$ cat src/rtl/i2c_arb_pkg.sv
// i2c_arb_pkg: shared FSM state encoding and I2C field widths for the bus arbiter.
package i2c_arb_pkg;
  typedef enum logic [1:0] {IDLE, ISSUE, WAIT, RESP} state_t;
  localparam int I2C_ADDR_W = 7;
  localparam int I2C_DATA_W = 8;
endpackage

$ cat src/rtl/rr_arbiter.sv
// rr_arbiter: combinational round-robin winner select, searching upward from last+1.
module rr_arbiter #(
  parameter int N = 4,
  parameter int IW = $clog2(N)
) (
  input  logic [N-1:0]  req,
  input  logic [IW-1:0] last,
  output logic [N-1:0]  gnt,
  output logic [IW-1:0] idx
);
  // Walk from lowest to highest priority so the closest requester after last wins.
  always_comb begin
    gnt = '0;
    idx = '0;
    for (int k = N; k >= 1; k--)
      if (req[(int'(last) + k) % N]) begin
        gnt = N'(1) << ((int'(last) + k) % N);
        idx = IW'((int'(last) + k) % N);
      end
  end
endmodule

$ cat src/rtl/i2c_bus_arbiter.sv
// i2c_bus_arbiter: round-robin sharing of one byte-level I2C master among N_REQ requesters (WAIT watchdog with I2C_ARB_TIMEOUT_EN).
module i2c_bus_arbiter
  import i2c_arb_pkg::*;
#(
  parameter int N_REQ = 4,
  parameter int TIMEOUT_CYC = 1024
) (
  input  logic                         clk,
  input  logic                         reset,
  input  logic [N_REQ-1:0]             req_valid,
  input  logic [N_REQ-1:0]             req_rw,
  input  logic [I2C_ADDR_W*N_REQ-1:0]  req_addr,
  input  logic [I2C_DATA_W*N_REQ-1:0]  req_wdata,
  output logic [N_REQ-1:0]             grant,
  output logic [N_REQ-1:0]             req_done,
  output logic                         req_err,
  output logic [I2C_DATA_W-1:0]        rsp_rdata,
  output logic                         m_start,
  output logic                         m_rw,
  output logic [I2C_ADDR_W-1:0]        m_addr,
  output logic [I2C_DATA_W-1:0]        m_wdata,
  input  logic                         m_busy,
  input  logic                         m_done,
  input  logic                         m_nack,
  input  logic [I2C_DATA_W-1:0]        m_rdata,
  output logic                         m_abort
);
  localparam int IW = $clog2(N_REQ);
  if (N_REQ < 2 || N_REQ > 8 || TIMEOUT_CYC < 2) begin : g_bad_param
    $error("i2c_bus_arbiter: N_REQ must be 2..8 and TIMEOUT_CYC at least 2");
  end
  state_t state, nxt;
  logic [N_REQ-1:0] win;
  logic [IW-1:0] win_idx, gidx, last_grant;
  logic done_ev, expire;
  rr_arbiter #(.N(N_REQ)) u_rr (
    .req (req_valid),
    .last(last_grant),
    .gnt (win),
    .idx (win_idx)
  );
`ifdef I2C_ARB_TIMEOUT_EN
  localparam int TW = $clog2(TIMEOUT_CYC);
  logic [TW-1:0] tcnt;
  always_ff @(posedge clk or negedge reset)
    if (!reset) begin
      tcnt    <= '0;
      m_abort <= 1'b0;
    end else begin
      tcnt    <= state == WAIT ? tcnt + 1'b1 : '0;
      m_abort <= expire;
    end
`else
  assign m_abort = 1'b0;
`endif
  always_comb begin
    done_ev = state == WAIT && m_done;
`ifdef I2C_ARB_TIMEOUT_EN
    expire = state == WAIT && !m_done && tcnt == TW'(TIMEOUT_CYC - 1);
`else
    expire = 1'b0;
`endif
    nxt = state == IDLE  ? (|req_valid ? ISSUE : IDLE) :
          state == ISSUE ? (!m_busy ? WAIT : ISSUE) :
          state == WAIT  ? (done_ev || expire ? RESP : WAIT) : IDLE;
  end
  always_ff @(posedge clk or negedge reset)
    if (!reset) begin
      state      <= IDLE;
      grant      <= '0;
      gidx       <= '0;
      last_grant <= IW'(N_REQ - 1);
      req_done   <= '0;
      req_err    <= 1'b0;
      rsp_rdata  <= '0;
      m_start    <= 1'b0;
      m_rw       <= 1'b0;
      m_addr     <= '0;
      m_wdata    <= '0;
    end else begin
      state   <= nxt;
      m_start <= state == ISSUE && !m_busy;
      if (state == IDLE && |req_valid) begin
        grant   <= win;
        gidx    <= win_idx;
        m_rw    <= req_rw[win_idx];
        m_addr  <= req_addr[int'(win_idx) * I2C_ADDR_W +: I2C_ADDR_W];
        m_wdata <= req_wdata[int'(win_idx) * I2C_DATA_W +: I2C_DATA_W];
      end
      // A timeout completes the transaction as an error and keeps the old read byte.
      if (done_ev || expire) begin
        req_done <= grant;
        req_err  <= m_done ? m_nack : 1'b1;
        if (done_ev && m_rw) rsp_rdata <= m_rdata;
      end
      if (state == RESP) begin
        req_done   <= '0;
        req_err    <= 1'b0;
        grant      <= '0;
        last_grant <= gidx;
      end
    end
endmodule

$ cat config.mk
export PLATFORM = sky130hd
export DESIGN_NAME = i2c_bus_arbiter
export DESIGN_NICKNAME = d
export VERILOG_FILES = /design/src/rtl/i2c_arb_pkg.sv /design/src/rtl/rr_arbiter.sv /design/src/rtl/i2c_bus_arbiter.sv
export SDC_FILE = /design/constraint.sdc
export NUM_CORES = 1
export LEC_CHECK = 0
export ABC_AREA = 1
export ABC_CLOCK_PERIOD_IN_PS = 2900
export BUFFER_PORTS_ARGS = -buffer_cell sky130_fd_sc_hd__buf_4
export CAP_MARGIN = 10
export CELL_PAD_IN_SITES_DETAIL_PLACEMENT = 1
export CELL_PAD_IN_SITES_GLOBAL_PLACEMENT = 2
export CORE_MARGIN = 10
export CORE_UTILIZATION = 25
export DETAILED_ROUTE_END_ITERATION = 16
export MAX_ROUTING_LAYER = met4
export PLACE_DENSITY_LB_ADDON = 0.1
export SLEW_MARGIN = 10
export SYNTH_ARGS = -nofsm -noshare
export SYNTH_HDL_FRONTEND = slang
export SYNTH_SLANG_ARGS = --single-unit
$ cat constraint.sdc
create_clock -name clk -period 2.9 [get_ports clk]
set_input_delay 0.29 -clock clk [delete_from_list [all_inputs] [get_ports clk]]
set_output_delay 0.29 -clock clk [all_outputs]
set_load 0.02 [all_outputs]
======== Word level (Yosys, flattened, before mapping) ========
Index checks and enable logic that the tools add are counted.
Widths: inputs -> output; s select.
word-level totals
  flip-flop bits (word level) ............. 40
  logic and storage cells ................. 83
  bits of input ports ..................... 81
  output and inout port bits .............. 35
operators by class
  order comparisons ....................... 5
  $add $sub $neg .......................... 4
  shifts and indexed selects .............. 6
  multiply operators ...................... 1
  bitwise logic cells ..................... 4
  mux-type cells .......................... 35
  reduce and logical (&&, ||, !) cells .... 14
  eq/ne operators ......................... 3
operators with widths
  cell                  number
  $shl 1x32->4 const A  4
  $mux 4                8
  $shiftx 32x6->8       1
  $shiftx 28x6->7       1
  $lt 3x4->1 const B    4
  $mux 2                8
  $mux 1                14
  $bmux 1 s2            5
  $reduce_or 2->1       4
  $mul 2x3->5 const B   1
  $add 2x1->2 const B   2
  $add 2x2->2 const B   2
  $and 1x1->1 const A   4
  $eq 2x2->1 const B    2
  $logic_and 1x1->1     4
  $reduce_bool 2->1     2
  $reduce_or 4->1       1
  $lt 2x3->1 const B    1
  $eq 2x1->1 const B    1
  $logic_not 2->1       1
  $reduce_and 2->1      1
  $logic_not 1->1       1

======== Longest topological paths before layout ========
  depth in word-level cells ............... 12
  depth in mapped cells ................... 15
  depth with buffers taken out ............ 14

======== By module ========
A second synthesis with hierarchy kept.
unflattened totals
  cells, all modules ...................... 444
  area, all modules ....................... 2757.6 µm²
by module, submodules not included
  module           cells an instance  seq. area each (µm²)  area each (µm²)  instances
  i2c_bus_arbiter  358                1003.5                2321.0           1
  rr_arbiter       86                 0.0                   436.7            1

======== Worst setup path before layout ========
No wires, ideal clock.
  kind .................................... register to register
  start point ............................. register last_grant[0]
  end point ............................... register m_addr[3]
  clock period less this slack ............ 2240 ps
  data required time ...................... 2770 ps
  arrival time ............................ 2110 ps
  cell stages (with the launch flop) ...... 13
  setup time .............................. 130 ps
  setup slack ............................. 660 ps
  buffers on the path ..................... 1
  cells stage by stage .................... dfstp_2 inv_2 ha_1 inv_1 nand3_1 o21ai_4 o21ai_1 nand2_1 nand2_2 buf_6 or2_1 nand3_1 nand3_1
on the way
  cells in the longest elaborated chain, start to end .. 10
ends and longest elaborated chain
  item                                        line                                text
  start: declaration                          i2c_bus_arbiter.sv:34               logic [IW-1:0] win_idx, gidx, last_grant;
  start signal: assignment                    i2c_bus_arbiter.sv:72               last_grant <= IW'(N_REQ - 1);
  start signal: assignment                    i2c_bus_arbiter.sv:100              last_grant <= gidx;
  $add 2x1->2                                 rr_arbiter.sv:16, rr_arbiter.sv:18
  $bmux 1 s2                                  rr_arbiter.sv:16                    if (req[(int'(last) + k) % N]) begin
  $mux 1 (implied by the code) (2 in series)  rr_arbiter.sv:16
  $mux 2 (3 in series)                        rr_arbiter.sv:16
  $mux 2 *                                    rr_arbiter.sv:16
  $mul 2x3->5 *                               i2c_bus_arbiter.sv:87               m_addr <= req_addr[int'(win_idx) * I2C_ADDR_W +: I2C_ADDR_W];
  $shiftx 28x6->7 *                           i2c_bus_arbiter.sv:87
  end signal: assignment                      i2c_bus_arbiter.sv:87
  end: declaration                            i2c_bus_arbiter.sv:20               output logic [I2C_ADDR_W-1:0] m_addr,
Every way passes the cells marked *; elsewhere a longest branch is shown, timed or not. The select of a mux whose other input is x is not followed.
A chain may end at the register's enable or synchronous reset.

======== Final worst setup path ========
  start point ............................. register last_grant[1]
  end point ............................... register m_wdata[5]
on the way
  cells in the longest elaborated chain, start to end .. 9
ends and longest elaborated chain
  item                                        line                                text
  $add 2x1->2                                 rr_arbiter.sv:16, rr_arbiter.sv:18
  $bmux 1 s2                                  rr_arbiter.sv:16
  $mux 1 (implied by the code) (2 in series)  rr_arbiter.sv:16
  $mux 2 (3 in series)                        rr_arbiter.sv:16
  $mux 2 *                                    rr_arbiter.sv:16
  $shiftx 32x6->8 *                           i2c_bus_arbiter.sv:88               m_wdata <= req_wdata[int'(win_idx) * I2C_DATA_W +: I2C_DATA_W];
  end signal: assignment                      i2c_bus_arbiter.sv:88
  end: declaration                            i2c_bus_arbiter.sv:21               output logic [I2C_DATA_W-1:0] m_wdata,
Marked as above.

==> flow_summary.json <==
{
  "worst_pin_slew_ns": 0.543,
  "hold_viol": 0,
  "p_leak_nw": 2.04,
  "fin_setup_tns_ns": 0,
  "finalSetupViolations": 0,
  "dieHeight_um": 121,
  "ios": 116,
  "grt_max_degree": 45,
  "vias": 2632,
  "postSynthCellCount": 353,
  "cap_violations": 0,
  "clock_skew_ns": 0.00932,
  "fin_nets": 555,
  "reg2reg_slack_ns": 0.30,
  "yosys-top-cells-area": "dfrtp_1, nand2_1, nand3_1",
  "port_buffers": 114,
  "wl_met1_um": 3890,
  "nFillCells": 1227,
  "cts_inserted_buffers": 5,
  "ys_types": 28,
  "cts_root_buf": "clkbuf_8",
  "top_layer": "met4",
  "startpoint_type": "register",
  "drt_iter0_markers": 108,
  "gp_congestion": 0.833,
  "critPathKind": "register to register",
  "timing.rr.end": "m_wdata[5]$_DFFE_PN0P_",
  "crit_required_ns": 3.13,
  "status": "finished clean",
  "die_x_um": 121,
  "area_growth_syn_to_layout_pct": 43.8,
  "ant_nets": 0,
  "avgViaCountPerCell": 4.37,
  "met3WireLength_um": 494,
  "slew_headroom_pct": 63.8,
  "rsz0062_at_grt": "no",
  "multiInputGateArea_um2": 1240,
  "syn_nets": 440,
  "worstPathMaxFanout": 12,
  "drc": 0,
  "grt_pass1_wl_um": 14100,
  "period_needed_ns": 2.60,
  "dr_wl_met2_um": 4330,
  "peakVddDrop_mv": 0.456,
  "drive_above_1_share_pct": 33.3,
  "grtUsageTotal_pct": 12.0,
  "endpoint_kind": "register",
  "regToRegStartpoint": "last_grant[1]$_DFFE_PN1P_",
  "hold_end": "m_start$_DFF_PN0_",
  "avgRoutedWirePerCell_um": 14.7,
  "synth_top_area_share_pct": 37.1,
  "finalPower_mw": 4.46,
  "yosys.area.top_type": "dfrtp_1",
  "row_count": 36,
  "hold_class": "input pin to register",
  "cts_setup_buffers": 0,
  "h-tree-depth": 2,
  "layout_commonest_cell": "buf_4",
  "drt_pass1_iterations": 4,
  "fp.coreArea_um2": 9860,
  "totalWireLength_um": 8860,
  "num_antenna_cells": 0,
  "netlist_area_um2": 2560,
  "grt_overflow_total": 0,
  "cts_tree": "built",
  "clock-sinks": 40,
  "grt_pass1_vias": 2858,
  "crit_arrival_ns": 2.83,
  "drv_slew": 0,
  "die_area_um2": 14700,
  "clockBufferDepth": 2,
  "min-delay-start": "m_busy",
  "ys.warnings.count": 0,
  "hpwlAfterDp_um": 7100,
  "fmax_mhz": 385,
  "seq_area_frac_synth_pct": 39.2,
  "clk_pin_slew_ns": 0.09,
  "p_per_area_nw_per_um2": 1210,
  "clock_latency_ns": 0.30,
  "synth_area_per_cell_um2": 7.26,
  "initial_core_util_pct": 26.0,
  "synth.ff_latch_count": 40,
  "whs_path_depth": 2,
  "finalCritPeriodShare_pct": 89.6,
  "antenna_found_initial": 0,
  "seqCellArea_um2": 1000,
  "final_cell_mix": "buf_4, nand2_1, nand3_1",
  "r2r_cells": 12
}
==> state kept, by name, indices dropped and copies added, names as in the netlist, named ones only <==
| signal | flops |
|---|---|
| m_start | 1 |
| m_addr | 7 |
| req_err | 1 |
| req_done | 4 |
| m_rw | 1 |
| state | 1 |
| rsp_rdata | 8 |
| grant | 4 |
| gidx | 2 |
| m_wdata | 8 |
| last_grant | 2 |
==> cells in the mapped netlist, drive strengths merged <==
master	n
o21ai	12
buf	10
and2	1
or2	12
clkbuf	4
mux2	8
nor3	1
conb	1
inv	61
dfstp	2
dfrtp	38
ha	6
o211ai	15
nand3	66
nand4	1
a21oi	5
nor2	6
nand2	104
==> where the power goes <==
group	leakage (nW)	internal (mW)	switching (mW)
Clock	0.0548	0.259	0.215
Combinational	1.49	1.14	1.84
Sequential	0.496	0.845	0.153
==> metal layers <==
layer / GRT usage, % / vias to the layer above
met5: - / -
met4: 4.25 / 0
met3: 3.16 / 12
met2: 19.6 / 68
met1: 14.0 / 1211
li1: - / 1341
==> layout make-up <==
type	instances	area share (%)
well taps	133	4.51
flip-flops and latches	40	27.2
inverters	61	6.21
clock buffers	5	1.87
clock inverters	3	1.26
multi-input cells	238	33.7
repair buffers	122	25.3
==> worst max-delay path by stage <==
stage	startpoint	endpoint	slack, ns
2_1_floorplan	last_grant[0]$_DFFE_PN1P_	m_addr[3]$_DFFE_PN0P_	0.66
3_3_place_gp	last_grant[1]$_DFFE_PN1P_	m_wdata[0]$_DFFE_PN0P_	0.15
3_5_place_dp	last_grant[1]$_DFFE_PN1P_	m_addr[1]$_DFFE_PN0P_	-0.008
4_1_cts	last_grant[1]$_DFFE_PN1P_	m_addr[1]$_DFFE_PN0P_	0.25
5_1_grt	last_grant[1]$_DFFE_PN1P_	m_wdata[5]$_DFFE_PN0P_	0.04
6_report	last_grant[1]$_DFFE_PN1P_	m_wdata[5]$_DFFE_PN0P_	0.30
==> cells by family after synthesis <==
logic type / after synthesis / synth area share, %
compound gates: 32 / 8.15
fa+ha+maj: 6 / 2.93
buf+inv: 75 / 12.5
flops: 40 / 39.2
mux: 8 / 3.52
other cells: 1 / 0.146
simple gates: 191 / 33.6
==> per-stage QoR <==
step	util, %	cells	worst slack, ns	hold WS, ns	cell area (um^2)
detailed placement	36.1	593	-0.00813	0.309	3560
CTS	37.4	602	0.254	0.147	3690
floorplan	-	353	0.660	-0.00559	2560
global route	37.4	602	0.0418	0.143	3690
finish	37.4	602	0.300	0.152	3690
global placement	36.1	593	0.149	0.310	3560
==> what timing repair did <==
item / 4_1_cts / 5_1_grt
resized for setup: 1 / 0
hold buffers: 1 / 0
setup endpoints to repair: 9 / 0
endpoints found under the hold margin: 38 / 0
==> worst max-delay path: stages (launching register included) <==
cell and delay [ns]:
dfstp_2 0.60, inv_1 0.12, ha_1 0.34, inv_1 0.17, nand3_1 0.16, o21ai_4 0.13, and2_1 0.16, nand2_1 0.08
nand2_4 0.13, inv_2 0.10, nor2_4 0.30, nand3_1 0.14, nand3_1 0.10
No activity file was read; power rests on OpenSTA's default activity.
